File: config.mk
export PLATFORM = sky130hd
export DESIGN_NAME = counter_mod_ud
export DESIGN_NICKNAME = d
export VERILOG_FILES = /design/src/rtl/counter_pkg.sv /design/src/rtl/counter_step.sv /design/src/rtl/counter_mod_ud.sv
export SDC_FILE = /design/constraint.sdc
export NUM_CORES = 1
export LEC_CHECK = 0
export ABC_AREA = 1
export ABC_CLOCK_PERIOD_IN_PS = 14100
export BUFFER_PORTS_ARGS = -buffer_cell sky130_fd_sc_hd__buf_2
export CORE_MARGIN = 2
export CORE_UTILIZATION = 29
export DETAILED_ROUTE_END_ITERATION = 8
export SLEW_MARGIN = 20
export SYNTH_ARGS = -nofsm -noshare
export SYNTH_HDL_FRONTEND = slang
export SYNTH_SLANG_ARGS = --single-unit
File: constraint.sdc
create_clock -name clk -period 14.1 [get_ports clk]
set_input_delay 1.41 -clock clk [delete_from_list [all_inputs] [get_ports clk]]
set_output_delay 1.41 -clock clk [all_outputs]
set_load 0.005 [all_outputs]
File: src/rtl/counter_pkg.sv
// Shared encodings for the modulo up/down counter: mode selector values,
// one-shot FSM states and a small mode-decode helper.
package counter_pkg;

    // Counting modes; the reserved code behaves exactly like WRAP.
    typedef enum logic [1:0] {
        MODE_WRAP    = 2'b00,
        MODE_SAT     = 2'b01,
        MODE_ONESHOT = 2'b10,
        MODE_RSVD    = 2'b11
    } mode_e;

    // One-shot sequencer states.
    typedef enum logic [1:0] {
        ST_IDLE = 2'b00,
        ST_RUN  = 2'b01,
        ST_DONE = 2'b10
    } state_e;

    // ONESHOT steps clamp at the terminal exactly like SATURATE.
    function automatic logic is_clamping_mode(input logic [1:0] m);
        return (m == MODE_SAT) || (m == MODE_ONESHOT);
    endfunction

endpackage

File: src/rtl/counter_step.sv
// Combinational next-value generator. Works in N+1 bits so that overshoot
// past limit and undershoot below zero are both visible before folding
// the result back into 0..limit.
module counter_step
    import counter_pkg::*;
#(
    parameter int N    = 4,
    parameter int STEP = 1
) (
    input  logic [N-1:0] count_i,
    input  logic         dir_i,
    input  logic [N-1:0] limit_i,
    input  logic [1:0]   mode_i,
    output logic [N-1:0] next_o,
    output logic         tc_o,
    output logic         at_term_o
);

    localparam int W = N + 1;
    localparam logic [W-1:0] STEP_X = W'(STEP);

    // Up step folded modulo m; s_mod is already reduced below m.
    function automatic logic [W-1:0] wrap_up(input logic [W-1:0] c,
                                             input logic [W-1:0] s_mod,
                                             input logic [W-1:0] m);
        logic [W-1:0] s;
        s = c + s_mod;
        return (s >= m) ? (s - m) : s;
    endfunction

    // Down step folded modulo m; c + m cannot overflow W bits since c <= limit.
    function automatic logic [W-1:0] wrap_down(input logic [W-1:0] c,
                                               input logic [W-1:0] s_mod,
                                               input logic [W-1:0] m);
        return (c >= s_mod) ? (c - s_mod) : (c + m - s_mod);
    endfunction

    // Up step clamped at lim.
    function automatic logic [W-1:0] sat_up(input logic [W-1:0] c,
                                            input logic [W-1:0] s,
                                            input logic [W-1:0] lim);
        logic [W-1:0] sum;
        sum = c + s;
        return (sum > lim) ? lim : sum;
    endfunction

    // Down step clamped at zero.
    function automatic logic [W-1:0] sat_down(input logic [W-1:0] c,
                                              input logic [W-1:0] s);
        return (c < s) ? '0 : (c - s);
    endfunction

    logic [W-1:0] cnt_x;
    logic [W-1:0] lim_x;
    logic [W-1:0] mod_x;
    logic [W-1:0] step_m;
    logic [W-1:0] term_x;
    logic [W-1:0] next_x;
    logic         pass;
    logic         clamp;

    // Next value, step pulse flag and at-terminal flag for the current count.
    always_comb begin
        cnt_x  = {1'b0, count_i};
        lim_x  = {1'b0, limit_i};
        mod_x  = lim_x + W'(1);
        // A step larger than the modulus is equivalent to its remainder.
        step_m = STEP_X % mod_x;
        clamp  = is_clamping_mode(mode_i);
        term_x = dir_i ? '0 : lim_x;
        pass   = dir_i ? (cnt_x < STEP_X) : ((cnt_x + STEP_X) > lim_x);
        next_x = cnt_x;
        tc_o   = 1'b0;
        if (cnt_x > lim_x) begin
            // limit was lowered under the count: pull back silently.
            next_x = lim_x;
        end else if (clamp) begin
            next_x = dir_i ? sat_down(cnt_x, STEP_X) : sat_up(cnt_x, STEP_X, lim_x);
            tc_o   = (next_x == term_x) && (cnt_x != term_x);
        end else begin
            next_x = dir_i ? wrap_down(cnt_x, step_m, mod_x) : wrap_up(cnt_x, step_m, mod_x);
            tc_o   = pass;
        end
        next_o    = N'(next_x);
        at_term_o = (cnt_x == term_x);
    end

endmodule

File: src/rtl/counter_mod_ud.sv
// Modulo up/down counter with WRAP, SATURATE and ONESHOT modes, a
// clamped synchronous load and a registered terminal pulse.
module counter_mod_ud
    import counter_pkg::*;
#(
    parameter int           N       = 4,
    parameter int           STEP    = 1,
    parameter logic [N-1:0] RST_VAL = {N{1'b1}}
) (
    input  logic         clk,
    input  logic         rst,
    input  logic         en,
    input  logic         dir,
    input  logic [1:0]   mode,
    input  logic [N-1:0] limit,
    input  logic         load,
    input  logic [N-1:0] load_val,
    input  logic         start,
    output logic [N-1:0] count,
    output logic         tc,
    output logic         busy,
    output logic         done
);

    // Keep a value inside the legal range 0..lim.
    function automatic logic [N-1:0] clamp_to_limit(input logic [N-1:0] v,
                                                    input logic [N-1:0] lim);
        return (v > lim) ? lim : v;
    endfunction

    state_e       state_q, state_d;
    logic [N-1:0] count_q, count_d;
    logic         tc_q, tc_d;
    logic [N-1:0] step_next;
    logic         step_tc;
    logic         step_at_term;
    logic [N-1:0] rst_count;
    logic         oneshot;

    assign rst_count = clamp_to_limit(RST_VAL, limit);

    counter_step #(
        .N    (N),
        .STEP (STEP)
    ) u_step (
        .count_i   (count_q),
        .dir_i     (dir),
        .limit_i   (limit),
        .mode_i    (mode),
        .next_o    (step_next),
        .tc_o      (step_tc),
        .at_term_o (step_at_term)
    );

    // Next count, pulse and FSM state with priority load > start > step.
    always_comb begin
        count_d = count_q;
        state_d = state_q;
        tc_d    = 1'b0;
        oneshot = (mode == MODE_ONESHOT);
        if (load) begin
            count_d = clamp_to_limit(load_val, limit);
            state_d = ST_IDLE;
        end else if (start && oneshot && (state_q == ST_IDLE)) begin
            count_d = dir ? limit : '0;
            state_d = ST_RUN;
        end else begin
            case (state_q)
                ST_RUN: begin
                    if (!oneshot) begin
                        // Mode changed under a running shot: abort, keep count.
                        state_d = ST_IDLE;
                    end else if (en) begin
                        if (step_at_term) begin
                            state_d = ST_DONE;
                            tc_d    = 1'b1;
                        end else begin
                            count_d = step_next;
                        end
                    end
                end
                ST_DONE: begin
                    state_d = ST_IDLE;
                end
                default: begin
                    // Free-running modes; an idle one-shot holds.
                    if (en && !oneshot) begin
                        count_d = step_next;
                        tc_d    = step_tc;
                    end
                end
            endcase
        end
    end

    // State registers with synchronous reset overriding every other input.
    always_ff @(posedge clk) begin
        if (rst) begin
            count_q <= rst_count;
            tc_q    <= 1'b0;
            state_q <= ST_IDLE;
        end else begin
            count_q <= count_d;
            tc_q    <= tc_d;
            state_q <= state_d;
        end
    end

    assign count = count_q;
    assign tc    = tc_q;
    assign busy  = (state_q == ST_RUN);
    assign done  = (state_q == ST_DONE);

endmodule
==> flow_summary_export.csv, run 1 <==
group,metric,value,unit
run_status,status,"complete, no violations",
drt,antenna_left,0,
sta,fin_crit,8.307,ns
critical_path,crit_type,"in2reg",
synth,ys_seq_area_share,7.171,%
critical_path,ff2ff_path_depth,20,
clock_tree,hold_buffers,0,
critical_path,slowest_delay,0.51,ns
critical_path,timing.reg2reg.setup_slack,10.40,ns
sta,finalSetupTns,0,ns
clock_tree,cts_root_buf,"clkbuf_8",
drt,drt_wl_total,6488,µm
placement,dpl.cell_count,499,
grt,antenna_found_initial,0,
finish,finalNonFillerCells,503,
synth,synth_nets,443,
worst_hold_path,hold_path_class,"reg2reg",
drt,drc,0,
grt,grt-ovfl-total,0,
grt,grt_pass1_vias,2516,
drt,viasPerCell,4.847,
sta,worst_slew_margin_rel,57.98,%
placement,port-buffer-count,22,
grt,grtUsageTotal,14.17,%
critical_path,worstSetupStartpointType,"input port",
power,leakagePower,0.001445,µW
synth,yosysWarnings,0,
clock_tree,clk_path_buf_depth,2,
clock_tree,postCtsSetupBuffers,0,
placement,place.gp.congestion,0.9808,
finish,final_cell_mix,"nand2_1 (79), inv_1 (63), ha_1 (44)",
critical_path,worst_path_most_repeated_cell,"nand2_1",
synth,synth.avg_cell_area,6.664,µm²
synth,ys_ff_latch,7,
finish,final_util,33.30,%
finish,nNetsFinal,465,
clock_tree,cts_sinks,7,
critical_path,arrival,8.29,ns
die,fp.dieArea,0.009424,mm²
sta,setup_viol,0,
synth,synth_area,0.002512,mm²
sta,finalHoldViolCount,0,
die,die_w,97.08,µm
finish,fill_cells,918,
job,maxCapViolations,0,
drt,vias,2438,
critical_path,crit_buf_inv,7,
critical_path,cp.required,14.08,ns
critical_path,r2r-end,"count[3]",
clock_tree,h-tree-depth,1,
die,core,0.008299,mm²
power,max-vdd-ir-drop,0.00004544,V
placement,post-place-ws,5.522,ns
finish,layout-drive-gt1-share,13.57,%
drt,avgRoutedWirePerCell,12.90,µm
synth,syn_inst,377,
critical_path,crit_end,"count[3]",
clock_tree,clk_latency,0.24,ns
clock_tree,cts.clk_slew.worst_paths,0.04,ns
critical_path,crit_cells,44,
critical_path,path_max_fanout,15,
critical_path,path_delay_family,"simple AND/OR/NAND/NOR gates",
die,die_y,97.08,µm
critical_path,critPathSlowestCell,"xnor2_1",
critical_path,startpoint,"limit[0]",
synth,synthFlopType,"edfxtp_1",
synth,ys_types,46,
sta,fmax,120.4,MHz
sta,fin_ws,5.793,ns
synth,synth-async-reset-ratio,0,%
power,p_per_area,144.3,mW/mm²
drt,dr.pass1.iters,6,
clock_tree,cts-resized-gates,0,
critical_path,cp-end-kind,"register",
sta,slew_viol_final,0,
synth,synth_edf_count,4,
sta,fin_crit_sh,58.91,%
sta,worst_pin_slew,0.6258,ns
clock_tree,numCtsBuffers,3,
drt,first_iter_violations,143,
finish,final_common_cell,"nand2_1",
critical_path,rr_startpoint,"count[1]",
finish,antennaDiodeCount,0,
die,start_util,30.27,%
die,row_count,33,
die,io_pins,23,
finish,area_growth,10.01,%
grt,grt_pass1_wl,11320,µm
clock_tree,tritoncts,"built",
placement,dp_hpwl,5467,µm
sta,rsz0062_at_grt,"no",
sta,skew,0.003431,ns
grt,grt_max_degree,17,
[synth_stat cells, types with 2 or more instances]
library cell / number / area share [%]
o21ai_0: 25 / 5.0
nand3_2: 2 / 0.80
nand2_2: 11 / 2.7
ha_1: 44 / 22
a21oi_1: 28 / 5.6
nand2_1: 79 / 12
edfxtp_1: 4 / 4.8
a31oi_1: 2 / 0.50
nand3_1: 13 / 2.6
nor3_1: 2 / 0.40
xor2_1: 16 / 5.6
xnor2_1: 10 / 3.5
o22ai_1: 4 / 1.0
nand3_4: 2 / 1.4
o211ai_1: 3 / 0.90
buf_2: 2 / 0.40
fa_1: 6 / 4.8
inv_2: 5 / 0.75
o21ai_1: 3 / 0.60
nand4_1: 6 / 1.5
dfxtp_1: 3 / 2.4
nor2_1: 19 / 2.8
buf_6: 2 / 0.90
inv_1: 63 / 9.4
a21oi_2: 2 / 0.70
[per-layer routing]
metal	up-vias	GRT usage, %	part of all wire [%]
met4	0	5.417	2.2
met5	-	0	0
met3	15	1.511	2.9
met1	1097	17.99	47
met2	51	24.63	48
li1	1275	-	-
[layout make-up]
type / instances / area, µm² / share of cell area (%)
Multi-Input combinational cell: 296 / 2032 / 73.52
Inverter: 69 / 264.0 / 9.552
Sequential cell: 7 / 180.2 / 6.519
Tap cell: 105 / 131.4 / 4.753
Timing Repair Buffer: 22 / 110.1 / 3.984
Clock buffer: 3 / 41.29 / 1.494
Clock inverter: 1 / 5.005 / 0.1811
[sequential cells by signal, indices dropped and copies added (netlist names)]
register  flops
state_q       2
count         4
tc            1
[per-stage QoR]
step | hold WS, ns | power (µW) | instance area [µm²]
floorplan | 0.4526 | 291.8 | 2512
global placement | 0.4715 | 361.7 | 2718
detailed placement | 0.4761 | 366.7 | 2718
CTS | 0.4829 | 398.3 | 2764
global route | 0.5039 | 451.3 | 2764
finish | 0.4772 | 398.8 | 2764
[worst min-delay path by stage]
stage,startpoint,to,slack (ns),cells after the start
after floorplan,state_q[0],state_q[0],0.45,2
after global placement,state_q[0],state_q[0],0.47,2
after detailed placement,state_q[0],state_q[0],0.48,2
after CTS,state_q[0],state_q[0],0.48,2
after global routing,state_q[0],state_q[0],0.50,2
final,state_q[0],state_q[0],0.48,2
[report_power, final]
| part | switching, µW | internal, µW |
|---|---|---|
| sequential | 8.99 | 25.0 |
| clock | 10.3 | 19.3 |
| combinational | 203 | 132 |
| total | 223 | 176 |
[cells by family after synthesis]
| group | Yosys count | synth area share, % |
|---|---|---|
| compound gates | 78 | 18.68 |
| xor+xnor | 27 | 9.711 |
| fa+ha+maj | 50 | 26.69 |
| buf+inv | 74 | 11.95 |
| flops | 7 | 7.172 |
| other cells | 1 | 0.1493 |
| simple gates | 140 | 25.65 |
[worst register-to-register path: stages, from the launching register on]
cell	delay [ns]
edfxtp_1	0.70
inv_1	0.21
fa_1	0.48
o21ai_0	0.20
a21oi_1	0.10
xnor2_1	0.13
ha_1	0.32
nand2_1	0.08
inv_1	0.05
a221oi_1	0.25
nand3_1	0.19
inv_1	0.15
a21oi_1	0.07
o21ai_0	0.10
nand2_1	0.09
nand2_1	0.07
nand2_1	0.06
nand2_1	0.06
nand2_1	0.04
nand2_1	0.05
nand2_1	0.04
Note: power is estimated with default switching activity, not from simulation.
==> run 2, diff against run 1 <==
--- a/config.mk
+++ b/config.mk
@@ -6,7 +6,7 @@
 export NUM_CORES = 1
 export LEC_CHECK = 0
 export ABC_AREA = 1
-export ABC_CLOCK_PERIOD_IN_PS = 14100
+export ABC_CLOCK_PERIOD_IN_PS = 8550
 export BUFFER_PORTS_ARGS = -buffer_cell sky130_fd_sc_hd__buf_2
 export CORE_MARGIN = 2
 export CORE_UTILIZATION = 29
==> constraint.sdc (replaced) <==
create_clock -name clk -period 8.55 [get_ports clk]
set_input_delay 0.855 -clock clk [delete_from_list [all_inputs] [get_ports clk]]
set_output_delay 0.855 -clock clk [all_outputs]
set_load 0.005 [all_outputs]
==> run 2 against run 1 <==
Effect of this change:
- clock power increased by 62%
- clock skew decreased by 0.00091 ns
- critical path depth unchanged
- global-route usage increased by 0.19 points
- power increased by 65%
- register-to-register slack got worse by 5.6 ns
- routed wire length increased by 0.52%
- design area unchanged
- first-iteration DRC count decreased by 27%
- worst hold slack improved by 0.0041 ns
- via count about the same
- largest power group unchanged
==> flow_summary_export.csv, run 2 (synthesized netlist as in run 1, its figures left out) <==
group,metric,value,unit
power,switchingPower,367.6,µW
sta,worst_pin_slew,0.6256,ns
die,die_y,97.08,µm
die,fp.dieArea,0.009424,mm²
grt,antenna_found_initial,0,
clock_tree,clk_path_buf_depth,2,
clock_tree,hold_buffers,0,
critical_path,crit_buf_inv,7,
sta,skew,0.002524,ns
finish,final_cell_mix,"nand2_1 (79), inv_1 (63), ha_1 (44)",
die,die_w,97.08,µm
power,clkPwrFrac,7.3,%
drt,drt_wl_total,6522,µm
clock_tree,cts.clk_slew.worst_paths,0.04,ns
finish,final_util,33.30,%
sta,setup_viol,0,
clock_tree,h-tree-depth,1,
drt,viasPerCell,4.843,
grt,grt-ovfl-total,0,
critical_path,arrival,7.72,ns
critical_path,cp.required,8.52,ns
finish,final_common_cell,"nand2_1",
finish,multi_input_area,0.002032,mm²
critical_path,cp-end-kind,"register",
grt,grt_max_degree,17,
grt,grtUsageTotal,14.36,%
job,maxCapViolations,0,
critical_path,path_max_fanout,15,
finish,fill_cells,895,
critical_path,crit_type,"in2reg",
critical_path,slowest_delay,0.51,ns
critical_path,worst_path_most_repeated_cell,"nand2_1",
drt,dr.pass1.iters,4,
placement,place.gp.congestion,0.9810,
placement,port-buffer-count,22,
finish,seq_area,180.2,µm²
drt,avgRoutedWirePerCell,12.97,µm
clock_tree,cts-resized-gates,0,
sta,slew_viol_final,0,
die,io_pins,23,
clock_tree,cts_root_buf,"clkbuf_8",
power,max-vdd-ir-drop,0.00007559,V
worst_hold_path,hold_path_class,"reg2reg",
run_status,status,"complete, no violations",
sta,worst_slew_margin_rel,57.99,%
clock_tree,postCtsSetupBuffers,0,
finish,largest_reg_flops,4,
clock_tree,cts_sinks,7,
power,p_int,290.8,µW
critical_path,worstSetupStartpointType,"input port",
power,power.share.switching,55.83,%
sta,finalSetupTns,0,ns
finish,finalNonFillerCells,503,
drt,vias,2436,
clock_tree,numCtsBuffers,3,
drt,antenna_left,0,
clock_tree,clk_latency,0.23,ns
critical_path,path_delay_family,"simple AND/OR/NAND/NOR gates",
sta,fmax,129.2,MHz
drt,drc,0,
die,core,0.008299,mm²
sta,fin_crit_sh,90.54,%
sta,rsz0062_at_grt,"no",
die,row_count,33,
critical_path,critPathSlowestCell,"xnor2_1",
power,power_frac_seq,8.6,%
power,p_per_area,238.2,mW/mm²
sta,finalHoldViolCount,0,
grt,grt_pass1_wl,11430,µm
placement,dpl.cell_count,499,
finish,nNetsFinal,465,
clock_tree,tritoncts,"built",
finish,layout-drive-gt1-share,13.57,%
power,leakagePower,0.001445,µW
placement,dp_hpwl,5486,µm
die,start_util,30.27,%
finish,area_growth,10.01,%
sta,fin_crit,7.742,ns
finish,antennaDiodeCount,0,
grt,grt_pass1_vias,2515,
drt,first_iter_violations,105,
power,power_frac_comb,84.2,%
-- run 2: cell counts in the layout (fill, tap and decap cells not counted) --
Identical to the previous run, type by type.
-- run 2: per-stage QoR --
step	hold WS, ns	total power (µW)	instance area [µm²]	worst slack [ns]
after floorplan	0.4526	481.3	2512	1.879
after global placement	0.4715	596.5	2718	0.6775
after detailed placement	0.4757	604.0	2718	0.5910
after CTS	0.4830	656.1	2764	0.8178
after global routing	0.5220	747.0	2764	0.05683
final	0.4813	658.4	2764	0.8085
-- run 2: per-layer routing --
layer	wire, µm	share of wire [%]	track usage, %
met5	0	0	0
met4	172	2.6	4.659
met3	206	3.2	1.439
met2	3101	48	25.53
met1	3041	47	18.14
-- run 2: final cells by class --
cell class,count,area share [%]
Sequential cell,7,6.519
Multi-Input combinational cell,296,73.52
Clock inverter,1,0.1811
Tap cell,105,4.753
Inverter,69,9.552
Clock buffer,3,1.494
Timing Repair Buffer,22,3.984
-- run 2: tightest hold or removal path: cells and delay by family, from the launching register on --
family	cells	cell delay (ns)
AND/OR/NAND/NOR	1	0.07
AO/OA/AOI/OAI	1	0.05
flip-flops	1	0.32
-- run 2: final timing paths --
path	depth (start not counted)	start	endpoint	slack (ns)
max	44	limit[0]	count[3]	0.81
min reg2reg	2	state_q[0]	state_q[0]	0.48
max reg2reg	20	count[1]	count[3]	4.83
min	2	state_q[0]	state_q[0]	0.48
-- run 2: power groups by stage --
stage          clock network [µW]  logic (µW)  registers, µW
3_3_place_gp                    0         540           56.8
3_5_place_dp                    0         547           57.0
5_1_grt                      51.9         637           57.7
6_report                     47.9         554           56.3
2_1_floorplan                   0         431           50.0
4_1_cts                      49.2         550           56.5
